File: config.mk
export PLATFORM = sky130hd
export DESIGN_NAME = debug_step_unit_flat
export DESIGN_NICKNAME = d
export VERILOG_FILES = /design/src/rtl/debug_pkg.sv /design/src/rtl/debug_step_unit_if.sv /design/src/rtl/debug_frame_tx.sv /design/src/rtl/debug_step_unit.sv /design/src/flat_wrapper.sv
export SDC_FILE = /design/constraint.sdc
export NUM_CORES = 1
export LEC_CHECK = 0
export CAP_MARGIN = 20
export CORE_MARGIN = 4
export CORE_UTILIZATION = 49
export DETAILED_ROUTE_END_ITERATION = 8
export GPL_TIMING_DRIVEN = 0
export PLACE_DENSITY = 0.8
export SLEW_MARGIN = 20
export SYNTH_ARGS = -nofsm -noshare
export SYNTH_HDL_FRONTEND = slang
export SYNTH_HIERARCHICAL = 1
export SYNTH_SLANG_ARGS = --single-unit
File: constraint.sdc
create_clock -name clk -period 1.8 [get_ports clk]
set_input_delay 0.18 -clock clk [delete_from_list [all_inputs] [get_ports clk]]
set_output_delay 0.18 -clock clk [all_outputs]
set_load 0.02 [all_outputs]
File: src/rtl/debug_pkg.sv
// debug_pkg: shared constants and state encoding for the MIPS debug step unit.
// Optional feature macro: DEBUG_FRAME_CKSUM_EN (appends an XOR checksum byte to each frame).
package debug_pkg;

  localparam int NB_DATA = 32;
  localparam int NB_ADDR = 5;
  localparam int NB_BYTE = 8;

  localparam logic [NB_BYTE-1:0] CMD_STEP = 8'h73;  // 's'
  localparam logic [NB_BYTE-1:0] CMD_RUN  = 8'h72;  // 'r'
  localparam logic [NB_BYTE-1:0] CMD_HALT = 8'h68;  // 'h'

`ifdef DEBUG_FRAME_CKSUM_EN
  localparam int FRAME_LEN = 6;
`else
  localparam int FRAME_LEN = 5;
`endif

  // Byte index width; 3 bits covers both the 5- and 6-byte frames.
  localparam int IDX_W = 3;

  typedef enum logic [2:0] {
    ST_IDLE    = 3'd0,
    ST_STEP    = 3'd1,
    ST_CAPTURE = 3'd2,
    ST_SEND    = 3'd3,
    ST_GAP     = 3'd4,
    ST_RUN     = 3'd5
  } state_t;

endpackage

File: src/rtl/debug_step_unit_if.sv
// debug_step_unit_if: UART receive/transmit handshake seen by the debug unit.
// slave = debug unit side, master = UART side.
interface debug_step_unit_if;
  import debug_pkg::*;

  logic [NB_BYTE-1:0] rx_data;
  logic               rx_valid;
  logic               tx_busy;
  logic [NB_BYTE-1:0] tx_data;
  logic               tx_start;

  modport slave  (input  rx_data, rx_valid, tx_busy, output tx_data, tx_start);
  modport master (output rx_data, rx_valid, tx_busy, input  tx_data, tx_start);
endinterface

File: src/rtl/debug_frame_tx.sv
// debug_frame_tx: captures the processor outputs on i_load and streams them
// as a byte frame (address byte, then result MSB first, optional checksum).
// Optional feature macro: DEBUG_FRAME_CKSUM_EN.
module debug_frame_tx
  import debug_pkg::*;
(
  input  logic               clk,
  input  logic               rst,
  input  logic               i_load,
  input  logic [NB_DATA-1:0] i_resultado,
  input  logic [NB_ADDR-1:0] i_direccion,
  input  logic               i_tx_busy,
  output logic               o_tx_start,
  output logic [NB_BYTE-1:0] o_tx_data,
  output logic               o_done
);

  state_t             r_state;
  logic [NB_ADDR-1:0] r_addr;
  logic [NB_DATA-1:0] r_res;
  logic [IDX_W-1:0]   r_idx;
  logic [NB_BYTE-1:0] w_frame [FRAME_LEN];
  logic               w_last;

  assign w_frame[0] = {{(NB_BYTE-NB_ADDR){1'b0}}, r_addr};

  genvar gi;
  generate
    for (gi = 0; gi < NB_DATA/NB_BYTE; gi++) begin : g_res_bytes
      assign w_frame[gi+1] = r_res[NB_DATA-1-NB_BYTE*gi -: NB_BYTE];
    end
  endgenerate

`ifdef DEBUG_FRAME_CKSUM_EN
  logic [NB_BYTE-1:0] r_cksum;
  logic [NB_BYTE-1:0] w_cksum;

  assign w_cksum = {{(NB_BYTE-NB_ADDR){1'b0}}, i_direccion}
                 ^ i_resultado[31:24] ^ i_resultado[23:16]
                 ^ i_resultado[15:8]  ^ i_resultado[7:0];
  assign w_frame[FRAME_LEN-1] = r_cksum;

  // Checksum is taken from the same inputs as the capture registers.
  always_ff @(posedge clk or negedge rst) begin
    if (!rst) begin
      r_cksum <= '0;
    end else if (i_load) begin
      r_cksum <= w_cksum;
    end
  end
`endif

  assign w_last     = (r_idx == IDX_W'(FRAME_LEN-1));
  assign o_tx_start = (r_state == ST_SEND) && !i_tx_busy;
  assign o_tx_data  = o_tx_start ? w_frame[r_idx] : '0;
  assign o_done     = (r_state == ST_GAP) && w_last;

  // Capture on load, then alternate SEND (wait for idle tx) and GAP per byte.
  always_ff @(posedge clk or negedge rst) begin
    if (!rst) begin
      r_state <= ST_IDLE;
      r_addr  <= '0;
      r_res   <= '0;
      r_idx   <= '0;
    end else if (i_load) begin
      r_state <= ST_SEND;
      r_addr  <= i_direccion;
      r_res   <= i_resultado;
      r_idx   <= '0;
    end else begin
      case (r_state)
        ST_SEND: if (!i_tx_busy) r_state <= ST_GAP;
        ST_GAP: begin
          if (w_last) begin
            r_state <= ST_IDLE;
          end else begin
            r_idx   <= r_idx + 1'b1;
            r_state <= ST_SEND;
          end
        end
        default: r_state <= ST_IDLE;
      endcase
    end
  end

endmodule

File: src/rtl/debug_step_unit.sv
// debug_step_unit: decodes UART step/run/halt commands, drives the MIPS step
// input and sends a captured result frame after each step or halt.
// Optional feature macro: DEBUG_FRAME_CKSUM_EN (checksum byte, handled in debug_frame_tx).
module debug_step_unit
  import debug_pkg::*;
(
  input  logic               clk,
  input  logic               rst,
  debug_step_unit_if.slave   uart,
  input  logic [NB_DATA-1:0] i_resultado,
  input  logic [NB_ADDR-1:0] i_direccion,
  output logic               o_step,
  output logic [15:0]        o_step_cnt,
  output logic               o_busy
);

  state_t             r_state;
  logic               r_step;
  logic [15:0]        r_step_cnt;
  logic               w_load;
  logic               w_done;
  logic               w_tx_start;
  logic [NB_BYTE-1:0] w_tx_data;

  assign w_load        = (r_state == ST_CAPTURE);
  assign o_step        = r_step;
  assign o_step_cnt    = r_step_cnt;
  assign o_busy        = (r_state != ST_IDLE);
  assign uart.tx_start = w_tx_start;
  assign uart.tx_data  = w_tx_data;

  // Command decode and step control; SEND covers the whole frame transfer.
  always_ff @(posedge clk or negedge rst) begin
    if (!rst) begin
      r_state <= ST_IDLE;
      r_step  <= 1'b0;
    end else begin
      case (r_state)
        ST_IDLE: begin
          if (uart.rx_valid && uart.rx_data == CMD_STEP) begin
            r_state <= ST_STEP;
            r_step  <= 1'b1;
          end else if (uart.rx_valid && uart.rx_data == CMD_RUN) begin
            r_state <= ST_RUN;
            r_step  <= 1'b1;
          end
        end
        ST_STEP: begin
          r_state <= ST_CAPTURE;
          r_step  <= 1'b0;
        end
        ST_RUN: begin
          if (uart.rx_valid && uart.rx_data == CMD_HALT) begin
            r_state <= ST_CAPTURE;
            r_step  <= 1'b0;
          end
        end
        ST_CAPTURE: r_state <= ST_SEND;
        ST_SEND:    if (w_done) r_state <= ST_IDLE;
        default: begin
          r_state <= ST_IDLE;
          r_step  <= 1'b0;
        end
      endcase
    end
  end

  // Saturating count of cycles with the step output high.
  always_ff @(posedge clk or negedge rst) begin
    if (!rst) begin
      r_step_cnt <= '0;
    end else if (r_step && r_step_cnt != 16'hFFFF) begin
      r_step_cnt <= r_step_cnt + 16'd1;
    end
  end

  debug_frame_tx u_frame_tx (
    .clk        (clk),
    .rst        (rst),
    .i_load     (w_load),
    .i_resultado(i_resultado),
    .i_direccion(i_direccion),
    .i_tx_busy  (uart.tx_busy),
    .o_tx_start (w_tx_start),
    .o_tx_data  (w_tx_data),
    .o_done     (w_done)
  );

endmodule

File: src/flat_wrapper.sv
// flat-port wrapper written by rule: the top's interface ports become plain ports
module debug_step_unit_flat import debug_pkg::*;
  (clk, rst, i_resultado, i_direccion, o_step, o_step_cnt, o_busy, uart_rx_data, uart_rx_valid, uart_tx_busy, uart_tx_data, uart_tx_start);
  debug_step_unit_if uart_i ();
  input  logic clk;
  input  logic rst;
  input  logic [NB_DATA-1:0] i_resultado;
  input  logic [NB_ADDR-1:0] i_direccion;
  output logic o_step;
  output logic [15:0] o_step_cnt;
  output logic o_busy;
  input wire logic [$bits(uart_i.rx_data)-1:0] uart_rx_data;
  input wire logic [$bits(uart_i.rx_valid)-1:0] uart_rx_valid;
  input wire logic [$bits(uart_i.tx_busy)-1:0] uart_tx_busy;
  output wire logic [$bits(uart_i.tx_data)-1:0] uart_tx_data;
  output wire logic [$bits(uart_i.tx_start)-1:0] uart_tx_start;
  assign uart_i.rx_data = uart_rx_data;
  assign uart_i.rx_valid = uart_rx_valid;
  assign uart_i.tx_busy = uart_tx_busy;
  assign uart_tx_data = uart_i.tx_data;
  assign uart_tx_start = uart_i.tx_start;
  debug_step_unit u_core (.clk(clk), .rst(rst), .uart(uart_i), .i_resultado(i_resultado), .i_direccion(i_direccion), .o_step(o_step), .o_step_cnt(o_step_cnt), .o_busy(o_busy));
endmodule
==> flow_summary.yaml <==
pwr:
  ir_worst_vdd_mv: 0.821
  p_leak_uw: 0.00180
  powerDensity_nw_per_um2: 1370
cells_and_area:
  syn_to_final_growth_pct: 42.3
  layout.cells.non_filler: 426
  drive_above_1_share_pct: 30.8
  layout.nets: 398
  filler_cell_count: 445
  final_util_pct: 71.9
  antennaDiodeCount: 0
yosys:
  synth_compound_area_share_pct: 8.65
  synth_edf_count: 0
  synthMostInstantiatedCell: "dfrtp_1"
  yosysTopAreaCellShare_pct: 51.6
  synth_cells: 252
  ys_seq_area_share_pct: 51.6
  syn_area_um2: 3010
  avgSynthCellArea_um2: 11.9
  yosys-mux-area-fraction_pct: 17.0
  yosys-top-cells-count: "dfrtp_1, mux2_2, nand2_1"
  synth_top_family_by_area: "multiplexers"
  synth_cell_types: 46
  synthFlopType: "dfrtp_1"
  syn_nets: 304
  yosysWarnings: 6
  ys_ff_latch: 62
  synth_area_leaders: "dfrtp_1, mux2_2, a221oi_1, xor2_1, nand3_1"
  yosys.area_share.simple_pct: 14.3
  synth_area_leader_cell: "dfrtp_1"
  synthAdderAreaFrac_pct: 1.25
  synth_xor_area_share_pct: 4.07
  async_flop_share_pct: 100
sta:
  worst_slack_ps: -133
  worstMarginPinSlew_ps: 411
  hold_viol_final: 0
  period_needed_ps: 1930
  whs_ps: 303
  fmax_ghz: 0.517
  slew_headroom_pct: 72.6
  tns_ps: -767
  slew_violations: 0
  finalCritPeriodShare_pct: 107
  rsz0062_at_grt: "true"
  setup_viol: 9
  fin_skew_ps: 6.18
critical_path:
  crit_arrival_ps: 1750
  cp-start-kind: "register"
  critPathCaptureType: "output pin"
  worst_path_largest_cell_delay_ps: 400
  critical_path.cell_chain: "buf_6 -> clkinvlp_4 -> a31oi_1 -> a221oi_2 -> buf_4"
  crit_type: "reg2out"
  slowest_stage: "dfrtp_1"
  worstPathMaxFanout: 9
  crit_required_ps: 1620
detailed_routing:
  routed_wl_um: 7850
  post_drt_wl_per_cell_um: 18.4
  vias: 2470
  vias_per_cell: 5.80
  drtIter0Drc: 163
  first_pass_iters: 5
  ant_nets: 0
  drc: 0
job:
  drv_cap: 0
min_path:
  hold_path.class: "in2async"
clock_tree:
  cts.sinks: 62
  cts_tree: "built"
  clk_root_buffer_cell: "clkbuf_8"
  clk_pin_slew_ps: 70
  h-tree-depth: 3
  clockBufferDepth: 2
  cts-buffers-inserted: 9
  clock_latency_ps: 350
global_route:
  grt_pass1_wl_um: 12200
  use_met3_pct: 7.22
  antenna_found_initial: 0
  met2_usage_pct: 34.6
  grt_max_degree: 33
  grt_pass1_vias: 2506
  overflow: 0
  grt_usage_pct: 21.5
  met1_usage_pct: 27.6
  busiest_layer: "met2"
die:
  dieArea_um2: 7460
  io_pins: 76
  die_h_um: 86.4
  die_x_um: 86.4
  fp-row-count: 28
  start_util_pct: 50.5
  core_um2: 5960
run_status:
  violations: "setup timing"
  status: "finished, violations left"
place:
  dpl.hpwl_um: 5190
  gp_congestion: 0.910
  pre_cts_ws_ps: -447
  dp_cells: 403
  port_buffers: 75
## report_power, final
| group | switching (µW) | internal [µW] | total, µW | leakage, µW |
|---|---|---|---|---|
| clock | 543 | 997 | 1540 | 0.000124 |
| sequential | 324 | 1890 | 2220 | 0.000757 |
| combinational | 1040 | 1090 | 2120 | 0.000916 |
| total | 1900 | 3980 | 5880 | 0.00180 |
## area by class of cell
| class | instances | area, µm² | share of cell area [%] |
|---|---|---|---|
| Clock buffer | 13 | 159 | 3.71 |
| Tap cell | 75 | 93.8 | 2.19 |
| Buffer | 9 | 72.6 | 1.69 |
| Clock inverter | 3 | 90.1 | 2.10 |
| Multi-Input combinational cell | 172 | 1470 | 34.3 |
| Sequential cell | 62 | 1560 | 36.3 |
| Timing Repair Buffer | 83 | 805 | 18.8 |
| Inverter | 9 | 37.5 | 0.876 |
## through the flow
stage | power [µW] | area (µm²)
after global routing | 6200 | 4280
after detailed placement | 4010 | 3870
final | 5880 | 4280
after floorplan | 3410 | 3010
after CTS | 5670 | 4170
after global placement | 3930 | 3850
## placed cells by master (no fill, tap or decap), types with 2 or more instances in the layout
cell type,n
nor2b_1,2
buf_4,15
buf_6,2
nor4_2,2
dfrtp_2,4
clkbuf_8,11
nand3_1,10
a211oi_2,2
a21oi_1,8
and3_1,2
nor3b_1,2
a31oi_1,2
o31ai_1,2
xnor2_1,6
ha_1,2
nor2_4,2
mux2i_1,5
or2_0,4
o21ai_0,4
a32oi_1,5
buf_2,3
inv_1,8
nor2_1,6
clkdlybuf4s50_1,64
nand2_1,13
bufinv_16,3
dfrtp_1,58
mux2_2,41
nand2b_1,2
nand4_1,7
a221oi_2,8
clkbuf_1,2
clkbuf_4,2
xor2_1,8
nor3_1,6
## worst paths after layout
path	start	endpoint	slack (ps)	cells after the start
worst min register to register	u_core/o_step_cnt[15]	u_core/o_step_cnt[15]	500	1
max in group asynchronous	rst	u_core/o_step_cnt[0]	980	3
min in group clk	uart_rx_data[0]	u_core/r_state[2]	440	2
worst min-delay path	rst	u_core/u_frame_tx/r_res[27]	300	2
worst max-delay path	u_core/u_frame_tx/r_idx[0]	uart_tx_data[6]	-130	5
worst max register to register	u_core/u_frame_tx/r_idx[0]	u_core/r_state[0]	-120	8
## per-layer routing
| layer | vias to the layer above | share of wire, % |
|---|---|---|
| li1 | 1117 | - |
| met1 | 1238 | 40 |
| met2 | 105 | 50 |
| met3 | 10 | 7.8 |
| met4 | 0 | 1.4 |
| met5 | - | 0 |
## flip-flops by register name (all words and copies together), names as in the netlist
signal                     cells
u_core/o_step                  1
u_core/u_frame_tx/r_state      2
u_core/o_step_cnt             16
u_core/u_frame_tx/r_idx        3
u_core/u_frame_tx/r_addr       5
u_core/r_state                 3
u_core/u_frame_tx/r_res       32
## worst max-delay path, delay by kind of cell (launching register included)
kind | cells | cell delay [ps]
AOI/OAI and AO/OA | 2 | 490
DFF | 1 | 400
buffers and inverters | 3 | 520
## cell families after synthesis
group,count (synthesis)
compound gates,36
xor+xnor,14
fa+ha+maj,3
buf+inv,18
flops,62
mux,46
simple gates,73
## timing repair
action                     in CTS  in global routing
hold buffers                    1                  0
hold endpoints to repair       31                  0
gates resized for setup        55                 26
setup endpoints to repair      11                 47
pin swaps                       3                  4
setup buffers                   5                  1
Note: power is estimated with default switching activity, not from simulation.
==> variant 1 (same settings) <==
The package constant `IDX_W` goes from 3 to 2.
--- a/src/rtl/debug_pkg.sv
+++ b/src/rtl/debug_pkg.sv
@@ -19,3 +19,3 @@
   // Byte index width; 3 bits covers both the 5- and 6-byte frames.
-  localparam int IDX_W = 3;
+  localparam int IDX_W = 2;
 
Formal check against the unedited RTL: not equivalent (Yosys sat finds a counterexample within 10 cycles, from zero or initial values and one cycle with rst low).
==> variant 1 against the unedited design <==
Final area decreased by 14%; total power decreased by 24%; hold slack improved by 130 ps; combinational power decreased by 15%; synthesized area decreased by 9.2%; global-route usage decreased by 3.5 points; cell count decreased by 15%; setup slack improved by 180 ps; routed wire length decreased by 23%; non-clock buffer count decreased by 12; critical path depth increased by 2; sequential power decreased by 18%; register-to-register slack improved by 220 ps; sequential cell count decreased by 9; critical endpoint is now uart_tx_data[4]; largest power group unchanged; highest routed layer unchanged.
==> variant 1: results (changes against the unedited design) <==
[timing]
holdWs_ps=430  ; +126 ps
layout_min_cycle_time_ps=1750  ; -180 ps
fin_skew_ps=3.30  ; -2.88 ps

[outcome]
outcome=finished, final reports clean

[worst_setup_path]
critPathMaxFanout=5  ; -4
crit_arrival_ps=1570  ; -180 ps
cp_top_family=flip-flops
crit_start=u_core/u_frame_tx/r_state[2]$_DFFE_PN0P_

[clock_tree]
clk_latency_ps=300  ; -50 ps

[final_layout]
fin_cells=362  ; -15%
nNetsFinal=344  ; -14%
fill_cells=394  ; -11%
post_route_cells_drive_above_1_share=0.271  ; -0.0371

[pwr]
power.density_cell_area_mw_per_mm2=1220  ; -11%
peakVddDrop_uv=569  ; -31%
powerComb_mw=1.81  ; -15%
total_power_mw=4.48  ; -24%

[synth]
yosysSeqAreaShare=0.485  ; -0.0302
avgSynthCellArea_um2=13.0  ; +8.5%
ys_top_cells_by_area=dfrtp_1 (49%), mux2_4 (14%), mux2i_1 (5.1%), xor2_1 (2.6%), buf_6 (2.5%)

[grt]
grt_usage=0.180  ; -0.0354
use_met3=0.0456  ; -0.0267
grt_pass1_wl_mm=9.32  ; -24%

[drt]
dr.first_iter.drc_count=75  ; -54%
drt_pass1_iterations=4  ; -1
wl_met3_um=348  ; -44%

[placement]
dp.cells=348  ; -14%
port_buffers=67  ; -11%
post-place-ws_ps=-319  ; +129 ps
globalplace.congestion=0.835  ; -8.2%

==> variant 1: cell count changes in the layout (fill, tap and decap cells not counted), moves of 8 or more <==
cell | before | now
mux2_2 | 41 | 4
clkdlybuf4s50_1 | 64 | 56
mux2_4 | 0 | 26
a221oi_2 | 8 | 0
a21oi_1 | 8 | 0
mux2i_1 | 5 | 14
==> variant 1: final cells by class <==
type,count,share of cell area
tap,70,0.0238
inverter,9,0.00953
clock inverter,1,0.00817
timing repair buffer,73,0.190
buffer,7,0.0238
multi-input combinational,142,0.360
sequential,53,0.361
clock buffer,7,0.0235
==> variant 1: what timing repair did <==
action,4_1_cts,5_1_grt
setup endpoints to repair,10,11
hold buffers,1,0
hold endpoints to repair,53,0
setup buffers,4,1
pin swaps,1,3
resized for setup,32,15
==> variant 1: logic make-up after synthesis <==
family / synth area share
flops: 0.485
fa+ha+maj: 0.0183
xor+xnor: 0.0481
compound gates: 0.0623
mux: 0.211
simple gates: 0.130
buf+inv: 0.0449
==> variant 2 (same settings) <==
Made on the original files. Put a register stage on the output `o_busy`, with the module's reset. The value now appears one clock later. The other outputs are not delayed to match.
--- a/src/rtl/debug_step_unit.sv
+++ b/src/rtl/debug_step_unit.sv
@@ -27,3 +27,9 @@
   assign o_step_cnt    = r_step_cnt;
-  assign o_busy        = (r_state != ST_IDLE);
+  always_ff @(posedge clk or negedge rst) begin
+    if (!rst) begin
+      o_busy <= '0;
+    end else begin
+      o_busy <= (r_state != ST_IDLE);
+    end
+  end
   assign uart.tx_start = w_tx_start;
Behaviour: not the same (Yosys sat finds a counterexample within 4 cycles, from zero or initial values and one cycle with rst low).
==> variant 2 against the unedited design <==
The flow still finishes with violations (setup timing); synthesized area up 0.83%; total power shrank 18%; first-iteration DRC count down 17%; setup slack better by 40 ps; sequential cell count grew 1; global-route usage is 0.86 points lower; routed wire length is 3.1% lower; final area down 0.93%; critical path type unchanged; critical endpoint is now uart_tx_data[2]; largest cell class unchanged.
==> variant 2: results (changes against the unedited design) <==
[synth]
synth_fa_ha_area_frac=0.0124  ; -0.000103
muxShareOfSynthArea=0.170  ; about the same
synth_compound_area_frac=0.0961  ; +0.00960
async_flop_share=1.00  ; unchanged
syn_inst=254  ; +0.79%
ys_types=46  ; unchanged
synth_warnings=6  ; unchanged
synth_fp_nets=306  ; +0.66%
yosysSeqAreaShare=0.520  ; +0.00400
synth_xor_area_frac=0.0346  ; -0.00611
ys_top_cells_by_area=dfrtp_1 (52%), mux2_2 (15%), a221oi_1 (2.3%), xnor2_1 (2.3%), a21oi_1 (2.0%)
yosys-top-cells-count=dfrtp_1 (63), mux2_2 (40), nand2_1 (13)

[grt]
met2_usage=0.350  ; +0.00417
grt_usage=0.207  ; -0.00863
use_met3=0.0703  ; -0.00190
antenna_found_initial=0  ; unchanged
grt_pass1_wl_mm=12.0  ; -1.8%
gr-usage-met1=0.258  ; -0.0183
grt_start_max_net_pins=35  ; +6.1%

[clock_tree]
clkTransAtPathRegs_ps=60
cts_buffer_depth=2  ; unchanged
cts_buffers=9  ; unchanged
cts_root_buf=clkbuf_8
h-tree-depth=3  ; unchanged
clk_latency_ps=330  ; -20 ps

[pwr]
peakVddDrop_uv=882  ; +7.5%
p_leak_nw=1.78  ; -0.87%

[outcome]
outcome=finished with violations
failed_checks=setup timing

[final_layout]
fin_cells=434  ; +1.9%
regMostFlops=u_core/u_frame_tx/r_res
post_route_cells_drive_above_1_share=0.315  ; +0.00707
diodes=0  ; unchanged
largest_reg_flops=32  ; unchanged

[drt]
drcViolationCount=0  ; unchanged
dr_total_vias=2458  ; -0.49%
dr.first_iter.drc_count=136  ; -17%
drt-total-wl_mm=7.61  ; -3.1%
drt_pass1_iterations=4  ; -1

[placement]
dp_hpwl_mm=5.12  ; -1.2%
globalplace.congestion=0.842  ; -7.4%
port_buffers=75  ; unchanged
post-place-ws_ps=-467  ; -19.3 ps
dp.cells=405  ; +0.50%

[timing]
setup_viol=8  ; -1
setup_slack_ps=-93.5  ; +39.7 ps
fin_skew_ps=11.3  ; +5.12 ps
worst_pin_slew_ps=668  ; +256 ps

[worst_setup_path]
crit_arrival_ps=1710  ; -40 ps
critPathMaxFanout=7  ; -2

[min_path]
hp-class=in2async

## variant 2: timing repair
action                                  CTS  global route
endpoints found under the setup margin   28            45
hold buffers                              1             0
pin swaps                                 0             2
setup buffers                             3             8
gates cloned                              1             0
gates resized for setup                  59            15
hold endpoints to repair                 29             0
## variant 2: final cells by class
cell class / instances / area [um2]
buffer: 11 / 88.8
clock buffer: 15 / 156
fill: 466 / 1710
inverter: 9 / 37.5
tap: 75 / 93.8
sequential: 63 / 1590
clock inverter: 1 / 5.00
timing repair buffer: 89 / 837
multi-input combinational: 171 / 1440
## variant 2: path summary, 6_finish.rpt
path | cells after the start | slack (ps) | to | from
min | 2 | 330 | u_core/u_frame_tx/r_res[13]$_DFFE_PN0P_ | rst
min reg2reg | 1 | 500 | u_core/u_frame_tx/r_res[16]$_DFFE_PN0P_ | u_core/u_frame_tx/r_res[16]$_DFFE_PN0P_
max in group asynchronous | 3 | 950 | u_core/o_step_cnt[8]$_DFFE_PN0P_ | rst
min in group clk | 2 | 460 | u_core/u_frame_tx/r_res[20]$_DFFE_PN0P_ | i_resultado[20]
max | 5 | -90 | uart_tx_data[2] | u_core/u_frame_tx/r_idx[1]$_DFFE_PN0P_
max reg2reg | 5 | 50 | u_core/o_step_cnt[1]$_DFFE_PN0P_ | u_core/o_step_cnt[9]$_DFFE_PN0P_
## variant 2: logic make-up (layout without fill, tap and decap cells)
logic type                 Yosys count  in the layout
and+or+nand+nor                     68             68
DFF                                 63             63
muxes                               46             46
AOI/OAI and AO/OA                   42             42
buffers and inverters               20            125
xor gates and xnor gates            12             12
adders and majority gates            3              3
## variant 2: metrics by stage
stage,total power [mW],hold WS (ps),instance area (um2),setup TNS (ps),util
finish,4.80,329,4240,-537,0.712
global route,5.11,343,4240,-1220,0.712
CTS,4.73,331,4120,-584,0.692
detailed placement,3.62,136,3910,-3230,0.656
global placement,3.55,485,3890,-99210,0.653
floorplan,3.13,-116,3050,0,-
## variant 2: worst max-delay path, stage by stage, from the launching register on
cell	delay (ps)
dfrtp_2	450
buf_6	140
a21oi_1	40
or2_0	250
a221oi_2	310
buf_4	190
## variant 2: power by group
group	leakage, nW	internal (mW)	total, mW	switching [mW]
Combinational	0.925	0.835	1.59	0.760
Sequential	0.776	1.88	2.17	0.293
Clock	0.0817	0.539	1.03	0.494
Total	1.78	3.25	4.80	1.55
## variant 2: metal layers
metal / routed length (um) / share of wire
met1: 3210 / 0.42
met2: 3780 / 0.50
met3: 535 / 0.070
met4: 84 / 0.011
met5: 0 / 0
